### src/rtl/wb_fibo_pkg.sv
`default_nettype none
// ------------------------------------------------------------------
// wb_fibo_pkg : register map and constants for the Fibonacci control block
// Revision 1.0
// ------------------------------------------------------------------
package wb_fibo_pkg;
  localparam logic [6:0] c_off_id          = 7'h00;
  localparam logic [6:0] c_off_info        = 7'h04;
  localparam logic [6:0] c_off_ctrl        = 7'h08;
  localparam logic [6:0] c_off_irq_status  = 7'h0C;
  localparam logic [6:0] c_off_irq_mask    = 7'h10;
  localparam logic [6:0] c_off_irq_set     = 7'h14;
  localparam logic [6:0] c_off_mbox_data   = 7'h18;
  localparam logic [6:0] c_off_mbox_status = 7'h1C;
  localparam logic [6:0] c_off_clock_sel   = 7'h20;
  localparam logic [6:0] c_off_value       = 7'h40;

  localparam logic [31:0] c_id_value   = 32'h4669626F;
  localparam logic [7:0]  c_version    = 8'h02;
  localparam logic [31:0] c_empty_read = 32'hF00DF00D;

  localparam int c_irq_mbox = 0;
  localparam int c_irq_ovf  = 1;
  localparam int c_irq_sw   = 2;
endpackage
`default_nettype wire

### src/rtl/wb_fibo_if.sv
`default_nettype none
// ------------------------------------------------------------------
// wb_fibo_if : Wishbone slave bus bundle for wb_fibo_ctrl
// Revision 1.0
// ------------------------------------------------------------------
interface wb_fibo_if;
  logic        wbs_stb_i;
  logic        wbs_cyc_i;
  logic        wbs_we_i;
  logic [3:0]  wbs_sel_i;
  logic [31:0] wbs_adr_i;
  logic [31:0] wbs_dat_i;
  logic        wbs_ack_o;
  logic [31:0] wbs_dat_o;

  modport master (
    output wbs_stb_i, wbs_cyc_i, wbs_we_i, wbs_sel_i, wbs_adr_i, wbs_dat_i,
    input  wbs_ack_o, wbs_dat_o
  );
  modport slave (
    input  wbs_stb_i, wbs_cyc_i, wbs_we_i, wbs_sel_i, wbs_adr_i, wbs_dat_i,
    output wbs_ack_o, wbs_dat_o
  );
endinterface
`default_nettype wire

### src/rtl/wb_mbox_fifo.sv
`default_nettype none
// ------------------------------------------------------------------
// wb_mbox_fifo : synchronous mailbox FIFO with wrap-bit pointers
// Revision 1.0
// ------------------------------------------------------------------
module wb_mbox_fifo #(
  parameter int WIDTH = 32,
  parameter int DEPTH = 4
) (
  input  logic                     wb_clk_i,
  input  logic                     reset,
  input  logic                     push,
  input  logic                     pop,
  input  logic [WIDTH-1:0]         din,
  output logic [WIDTH-1:0]         dout,
  output logic [$clog2(DEPTH):0]   count,
  output logic                     full,
  output logic                     empty
);
  localparam int AW = $clog2(DEPTH);
  localparam logic [AW:0] c_full_cnt = DEPTH[AW:0];
  localparam logic [AW:0] c_one      = 1;

  logic [WIDTH-1:0] r_mem [DEPTH];
  logic [AW:0]      r_wr_ptr;
  logic [AW:0]      r_rd_ptr;

  // The extra pointer bit tells full from empty when the indices match
  assign count = r_wr_ptr - r_rd_ptr;
  assign full  = (count == c_full_cnt);
  assign empty = (r_wr_ptr == r_rd_ptr);
  assign dout  = r_mem[r_rd_ptr[AW-1:0]];

  always_ff @(posedge wb_clk_i) begin
    if (!reset && push && !full) begin
      r_mem[r_wr_ptr[AW-1:0]] <= din;
    end
  end

  always_ff @(posedge wb_clk_i) begin
    if (reset) begin
      r_wr_ptr <= '0;
      r_rd_ptr <= '0;
    end else begin
      if (push && !full) r_wr_ptr <= r_wr_ptr + c_one;
      if (pop && !empty) r_rd_ptr <= r_rd_ptr + c_one;
    end
  end
endmodule
`default_nettype wire

### src/rtl/wb_fibo_ctrl.sv
`default_nettype none
// ------------------------------------------------------------------
// wb_fibo_ctrl : Wishbone register block for Fibonacci generator channels
// Revision 1.0
// ------------------------------------------------------------------
module wb_fibo_ctrl
  import wb_fibo_pkg::*;
#(
  parameter logic [31:0] BASE_ADDRESS = 32'h3000_0000,
  parameter int          CHANNELS     = 2,
  parameter int          CLOCK_WIDTH  = 6,
  parameter int          VAL_WIDTH    = 30,
  parameter int          FIFO_DEPTH   = 4
) (
  input  logic                            wb_clk_i,
  input  logic                            reset,
  wb_fibo_if.slave                        wbs,
  input  logic [CHANNELS*VAL_WIDTH-1:0]   val_i,
  output logic [CHANNELS-1:0]             switch,
  output logic [CHANNELS*CLOCK_WIDTH-1:0] clock_sel,
  output logic [2:0]                      irq
);
  localparam int c_cnt_w = $clog2(FIFO_DEPTH) + 1;

  logic                   r_ack;
  logic [31:0]            r_dat;
  logic [CHANNELS-1:0]    r_switch;
  logic [CLOCK_WIDTH-1:0] r_clk_sel [CHANNELS];
  logic [2:0]             r_mask;
  logic                   r_irq_ovf;
  logic                   r_irq_sw;

  logic [31:0]        w_off;
  logic [6:0]         w_reg;
  logic               w_accept;
  logic               w_wr;
  logic               w_rd;
  logic [31:0]        w_rdata;
  logic [2:0]         w_status;
  logic               w_push;
  logic               w_pop;
  logic [31:0]        w_mbox_dout;
  logic [c_cnt_w-1:0] w_count;
  logic               w_full;
  logic               w_empty;
  logic               w_set_ovf;
  logic               w_set_sw;
  logic               w_clr;

  // Subtracting the base makes the window test independent of alignment
  assign w_off    = wbs.wbs_adr_i - BASE_ADDRESS;
  assign w_reg    = {w_off[6:2], 2'b00};
  assign w_accept = wbs.wbs_stb_i && wbs.wbs_cyc_i && (w_off < 32'h80) && !r_ack;
  assign w_wr     = w_accept && wbs.wbs_we_i && (wbs.wbs_sel_i == 4'hF);
  assign w_rd     = w_accept && !wbs.wbs_we_i;

  assign w_push = w_wr && (w_reg == c_off_mbox_data);
  assign w_pop  = w_rd && (w_reg == c_off_mbox_data) && !w_empty;

  wb_mbox_fifo #(
    .WIDTH (32),
    .DEPTH (FIFO_DEPTH)
  ) u_mbox (
    .wb_clk_i (wb_clk_i),
    .reset    (reset),
    .push     (w_push),
    .pop      (w_pop),
    .din      (wbs.wbs_dat_i),
    .dout     (w_mbox_dout),
    .count    (w_count),
    .full     (w_full),
    .empty    (w_empty)
  );

  assign w_status  = {r_irq_sw, r_irq_ovf, !w_empty};
  assign irq       = w_status & r_mask;
  assign w_set_ovf = (w_push && w_full) ||
                     (w_wr && (w_reg == c_off_irq_set) && wbs.wbs_dat_i[c_irq_ovf]);
  assign w_set_sw  = w_wr && (w_reg == c_off_irq_set) && wbs.wbs_dat_i[c_irq_sw];
  assign w_clr     = w_wr && (w_reg == c_off_irq_status);

  always_comb begin
    w_rdata = '0;
    case (w_reg)
      c_off_id:          w_rdata = c_id_value;
      c_off_info:        w_rdata = {8'(CHANNELS), 8'(FIFO_DEPTH), 8'(CLOCK_WIDTH), c_version};
      c_off_ctrl:        w_rdata = 32'(r_switch);
      c_off_irq_status:  w_rdata = 32'(w_status);
      c_off_irq_mask:    w_rdata = 32'(r_mask);
      c_off_mbox_data:   w_rdata = w_empty ? c_empty_read : w_mbox_dout;
      c_off_mbox_status: w_rdata = {19'b0, 5'(w_count), 6'b0, w_full, w_empty};
      default:           w_rdata = '0;
    endcase
    for (int n = 0; n < CHANNELS; n++) begin
      if (w_reg == c_off_clock_sel + 7'(4 * n)) w_rdata = 32'(r_clk_sel[n]);
      if (w_reg == c_off_value + 7'(4 * n))     w_rdata = 32'(val_i[n*VAL_WIDTH +: VAL_WIDTH]);
    end
  end

  always_ff @(posedge wb_clk_i) begin
    if (reset) begin
      r_ack     <= 1'b0;
      r_dat     <= '0;
      r_switch  <= '1;
      r_mask    <= '0;
      r_irq_ovf <= 1'b0;
      r_irq_sw  <= 1'b0;
      for (int n = 0; n < CHANNELS; n++) r_clk_sel[n] <= CLOCK_WIDTH'(1);
    end else begin
      r_ack <= w_accept;
      r_dat <= w_rd ? w_rdata : '0;
      if (w_wr && (w_reg == c_off_ctrl))     r_switch <= wbs.wbs_dat_i[CHANNELS-1:0];
      if (w_wr && (w_reg == c_off_irq_mask)) r_mask   <= wbs.wbs_dat_i[2:0];
      // A hardware or software set beats a simultaneous clear
      if (w_set_ovf)                                  r_irq_ovf <= 1'b1;
      else if (w_clr && wbs.wbs_dat_i[c_irq_ovf])     r_irq_ovf <= 1'b0;
      if (w_set_sw)                                   r_irq_sw  <= 1'b1;
      else if (w_clr && wbs.wbs_dat_i[c_irq_sw])      r_irq_sw  <= 1'b0;
      for (int n = 0; n < CHANNELS; n++) begin
        if (w_wr && (w_reg == c_off_clock_sel + 7'(4 * n))) begin
          r_clk_sel[n] <= wbs.wbs_dat_i[CLOCK_WIDTH-1:0];
        end
      end
    end
  end

  for (genvar n = 0; n < CHANNELS; n++) begin : g_ch
    assign clock_sel[n*CLOCK_WIDTH +: CLOCK_WIDTH] = r_clk_sel[n];
  end

  assign switch        = r_switch;
  assign wbs.wbs_ack_o = r_ack && !reset;
  assign wbs.wbs_dat_o = (r_ack && !reset) ? r_dat : '0;
endmodule
`default_nettype wire

### src/flat_wrapper.sv
// flat-port wrapper written by rule: the top's interface ports become plain ports
module wb_fibo_ctrl_flat import wb_fibo_pkg::*;
#(
  parameter logic [31:0] BASE_ADDRESS = 32'h3000_0000,
  parameter int          CHANNELS     = 2,
  parameter int          CLOCK_WIDTH  = 6,
  parameter int          VAL_WIDTH    = 30,
  parameter int          FIFO_DEPTH   = 4
)
  (wb_clk_i, reset, val_i, switch, clock_sel, irq, wbs_wbs_stb_i, wbs_wbs_cyc_i, wbs_wbs_we_i, wbs_wbs_sel_i, wbs_wbs_adr_i, wbs_wbs_dat_i, wbs_wbs_ack_o, wbs_wbs_dat_o);
  wb_fibo_if wbs_i ();
  input  logic wb_clk_i;
  input  logic reset;
  input  logic [CHANNELS*VAL_WIDTH-1:0] val_i;
  output logic [CHANNELS-1:0] switch;
  output logic [CHANNELS*CLOCK_WIDTH-1:0] clock_sel;
  output logic [2:0] irq;
  input wire logic [$bits(wbs_i.wbs_stb_i)-1:0] wbs_wbs_stb_i;
  input wire logic [$bits(wbs_i.wbs_cyc_i)-1:0] wbs_wbs_cyc_i;
  input wire logic [$bits(wbs_i.wbs_we_i)-1:0] wbs_wbs_we_i;
  input wire logic [$bits(wbs_i.wbs_sel_i)-1:0] wbs_wbs_sel_i;
  input wire logic [$bits(wbs_i.wbs_adr_i)-1:0] wbs_wbs_adr_i;
  input wire logic [$bits(wbs_i.wbs_dat_i)-1:0] wbs_wbs_dat_i;
  output wire logic [$bits(wbs_i.wbs_ack_o)-1:0] wbs_wbs_ack_o;
  output wire logic [$bits(wbs_i.wbs_dat_o)-1:0] wbs_wbs_dat_o;
  assign wbs_i.wbs_stb_i = wbs_wbs_stb_i;
  assign wbs_i.wbs_cyc_i = wbs_wbs_cyc_i;
  assign wbs_i.wbs_we_i = wbs_wbs_we_i;
  assign wbs_i.wbs_sel_i = wbs_wbs_sel_i;
  assign wbs_i.wbs_adr_i = wbs_wbs_adr_i;
  assign wbs_i.wbs_dat_i = wbs_wbs_dat_i;
  assign wbs_wbs_ack_o = wbs_i.wbs_ack_o;
  assign wbs_wbs_dat_o = wbs_i.wbs_dat_o;
  wb_fibo_ctrl #(.BASE_ADDRESS(BASE_ADDRESS), .CHANNELS(CHANNELS), .CLOCK_WIDTH(CLOCK_WIDTH), .VAL_WIDTH(VAL_WIDTH), .FIFO_DEPTH(FIFO_DEPTH)) u_core (.wb_clk_i(wb_clk_i), .reset(reset), .wbs(wbs_i), .val_i(val_i), .switch(switch), .clock_sel(clock_sel), .irq(irq));
endmodule
### config.mk
export PLATFORM = sky130hd
export DESIGN_NAME = wb_fibo_ctrl_flat
export DESIGN_NICKNAME = d
export VERILOG_FILES = /design/src/rtl/wb_fibo_pkg.sv /design/src/rtl/wb_fibo_if.sv /design/src/rtl/wb_mbox_fifo.sv /design/src/rtl/wb_fibo_ctrl.sv /design/src/flat_wrapper.sv
export SDC_FILE = /design/constraint.sdc
export NUM_CORES = 1
export LEC_CHECK = 0
export CAP_MARGIN = 0
export CORE_UTILIZATION = 35
export DETAILED_ROUTE_END_ITERATION = 8
export PLACE_DENSITY = 0.66
export SLEW_MARGIN = 40
export SYNTH_ARGS = -nofsm -noshare
export SYNTH_HDL_FRONTEND = slang
export SYNTH_SLANG_ARGS = --single-unit
### constraint.sdc
create_clock -name wb_clk_i -period 3 [get_ports wb_clk_i]
set_input_delay 0.75 -clock wb_clk_i [delete_from_list [all_inputs] [get_ports wb_clk_i]]
set_output_delay 0.75 -clock wb_clk_i [all_outputs]
set_load 0.01 [all_outputs]
==> impl_metrics.tcl <==
set metrics [dict create \
    hpwl_mm 16.2 \
    grt_setup_unrepaired "no" \
    finalSetupViolCount 0 \
    r2r_slack_ps 600 \
    dp.cells 1012 \
    first_pass_iters 7 \
    hold_depth 2 \
    diodes 0 \
    slew_violations 0 \
    synth_area_um2 7910 \
    design.core.area_um2 22000 \
    yosys.area_share.xor_xnor_pct 0.443 \
    clk_latency_ps 430 \
    fp.dieW_um 152 \
    synth_area_leaders "edfxtp_1, dfxtp_1, mux4_2, and2_1, a222oi_1" \
    ant_nets 0 \
    cts_max_level 4 \
    viasPerCell 5.23 \
    muxShareOfSynthArea_pct 10.4 \
    cts_setup_buffers 0 \
    avgRoutedWirePerCell_um 21.0 \
    reg2reg_from "u_core.u_mbox.r_wr_ptr[0]" \
    antenna_found_initial 0 \
    ir_drop_v 0.000416 \
    skew_ps 11.0 \
    cp.arrival_ps 2110 \
    powerDensity_nw_per_um2 508 \
    min_to "u_core.r_irq_sw" \
    ios 183 \
    synth_top_family_by_area "simple AND/OR/NAND/NOR gates" \
    synth_top_area_share_pct 53.1 \
    r2r_cells 8 \
    min_from "u_core.r_irq_sw" \
    ys_types 65 \
    cp_max_fo 4 \
    initial_core_util_pct 36.0 \
    clk_path_buf_depth 2 \
    num_rows 54 \
    worst_pin_slew_ps 506 \
    synth-simple-area-share_pct 10.9 \
    finalCriticalPeriod_ps 2860 \
    synthAdderAreaFrac_pct 1.36 \
    status "complete, but fails checks" \
    cp-end-kind "output pin" \
    post-route-period-util_pct 95.4 \
    die_h_um 152 \
    hp-class "reg -> reg" \
    cts_tree "done" \
    startpoint_type "flip-flop" \
    root_buffer "clkbuf_16" \
    fin_nets 894 \
    required_ps 2250 \
    synth-async-reset-ratio_pct 0 \
    place.gp.congestion 0.885 \
    drv_cap 0 \
    cts_sinks 188 \
    track_usage_pct 19.1 \
    dieArea_um2 23200 \
    yosysSeqAreaShare_pct 65.3 \
    synthCells 539 \
    yosysWarnings 0 \
    synth_seq_cells 188 \
    relSlewSlack_pct 66.0 \
    p_leak_uw 0.00380 \
    hold_violations 0 \
    cts_inserted_buffers 17 \
    wl_mm 22.0 \
    grt_pass1_vias 5614 \
    critPathKind "reg -> out" \
    grt_max_degree 34 \
    finalPower_uw 5650 \
    area_growth_pct 40.7 \
    port_buffers 180 \
    grt_first_pass_wirelength_mm 33.1 \
    synth.avg_cell_area_um2 14.7 \
    fin_setup_tns_ps 0 \
    nFillCells 1852 \
    drive_gt1_share_pct 16.9 \
    cts.clk_slew.worst_paths_ps 60 \
    r2r_end "u_core.u_mbox.r_mem[0][5]" \
    gr-total-overflow 0 \
    drc 14 \
    synth_area_leader_cell "edfxtp_1" \
    postCtsHoldBufs 0 \
    synth_compound_area_share_pct 9.17 \
    vias 5461 \
    syn-num-nets 680 \
    synth-edff-count 140 \
    hold_slack_ps 510 \
    drt-initial-drc-count 561 \
    max_freq_mhz 349 \
    violations "DRC" \
    ys.flop_type "edfxtp_1" \
    fin_cells 1044 \
]
[critical path: stages, from the launching register on]
cell and delay, ps:
dfxtp_1 390, inv_1 110, ha_1 340, and2_1 220
and2_0 200, nor2b_2 160, dlygate4sd2_1 290
[synthesized netlist by cell type (all sizes together) (11+ instances only)]
cell type and n:
nand2 18, a222oi 12, clkbuf 25, and3 11, nor2 31, edfxtp 140, a22oi 12, o21ai 22
a21oi 16, dfxtp 48, mux4 32, and2 43, inv 11
[kinds of logic (layout without fill, tap and decap cells)]
group           Yosys count  after routing
buf+inv                  45            270
flops                   188            188
mux                      42             42
simple gates            151            151
fa+ha+maj                 8              8
xor+xnor                  4              4
compound gates          101            101
[registers in the layout (all words and copies together) (netlist names), named ones only]
signal	count
u_core.u_mbox.r_mem	128
u_core.r_dat	32
u_core.r_clk_sel	12
u_core.r_mask	3
u_core.u_mbox.r_rd_ptr	3
u_core.u_mbox.r_wr_ptr	3
u_core.switch	2
u_core.r_ack	1
u_core.r_irq_ovf	1
u_core.r_irq_sw	1
[report_power, final]
group,internal (uW),total (uW),switching (uW)
registers,2790,2800,7.00
logic,205,334,129
clock network,1560,2520,952
total,4560,5650,1090
[cell usage in the layout (no fill, tap or decap), types with 5 or more instances in the layout]
cell type / n
bufinv_16: 6
a21oi_1: 16
buf_12: 11
buf_4: 36
mux2i_1: 7
ha_1: 7
nor2b_1: 6
dlygate4sd2_1: 7
a222oi_1: 12
edfxtp_1: 140
inv_1: 11
and2_1: 42
nor4_1: 5
dfxtp_1: 47
nor2_1: 31
nand2_1: 18
clkbuf_16: 19
o21ai_0: 21
nand4_1: 5
nand3_1: 9
and3_1: 7
clkdlybuf4s50_1: 169
mux4_2: 32
a31oi_1: 6
a22oi_1: 12
[final cells by class]
cell class	instances	area, um2	area share [%]
clock buffers	17	425	3.82
clock inverters	13	236	2.12
inverters	11	41.3	0.371
multi-input cells	306	2570	23.1
flip-flops and latches	188	5170	46.4
well taps	280	350	3.15
repair buffers	229	2340	21.1
[per-stage QoR]
stage	utilization, %	instance area (um2)	setup WS [ps]
after floorplan	-	7920	210
after global placement	47.4	10400	-171
after detailed placement	47.4	10400	-197
after CTS	50.4	11100	2.09
after global routing	50.7	11100	6.27
final	50.7	11100	137
[worst max-delay path by stage]
| stage | from | endpoint | slack [ps] | cells after the start |
|---|---|---|---|---|
| after CTS | reset | wbs_wbs_dat_o[11] | 2 | 5 |
| after floorplan | wbs_wbs_adr_i[22] | u_core.u_mbox.r_mem[0][0] | 210 | 5 |
| final | u_core.u_mbox.r_wr_ptr[0] | irq[0] | 140 | 6 |
| after global routing | u_core.u_mbox.r_wr_ptr[0] | irq[0] | 6 | 6 |
| after global placement | wbs_wbs_cyc_i | u_core.u_mbox.r_mem[2][6] | -170 | 7 |
| after detailed placement | wbs_wbs_adr_i[29] | u_core.u_mbox.r_mem[2][6] | -200 | 7 |
[routing by layer]
| layer | track usage (%) | vias up | routed length [um] |
|---|---|---|---|
| met4 | 5.25 | 0 | 240 |
| met1 | 26.4 | 2746 | 10100 |
| met2 | 31.1 | 164 | 10600 |
| li1 | - | 2535 | - |
| met5 | 0 | - | 0 |
| met3 | 3.24 | 16 | 1030 |
[repair_timing]
action                                 4_1_cts  5_1_grt
resized for setup                            7        6
endpoints found under the hold margin        0        0
gates cloned                                 0        2
setup endpoints to repair                    7       27
Note: power is estimated with default switching activity, not from simulation.
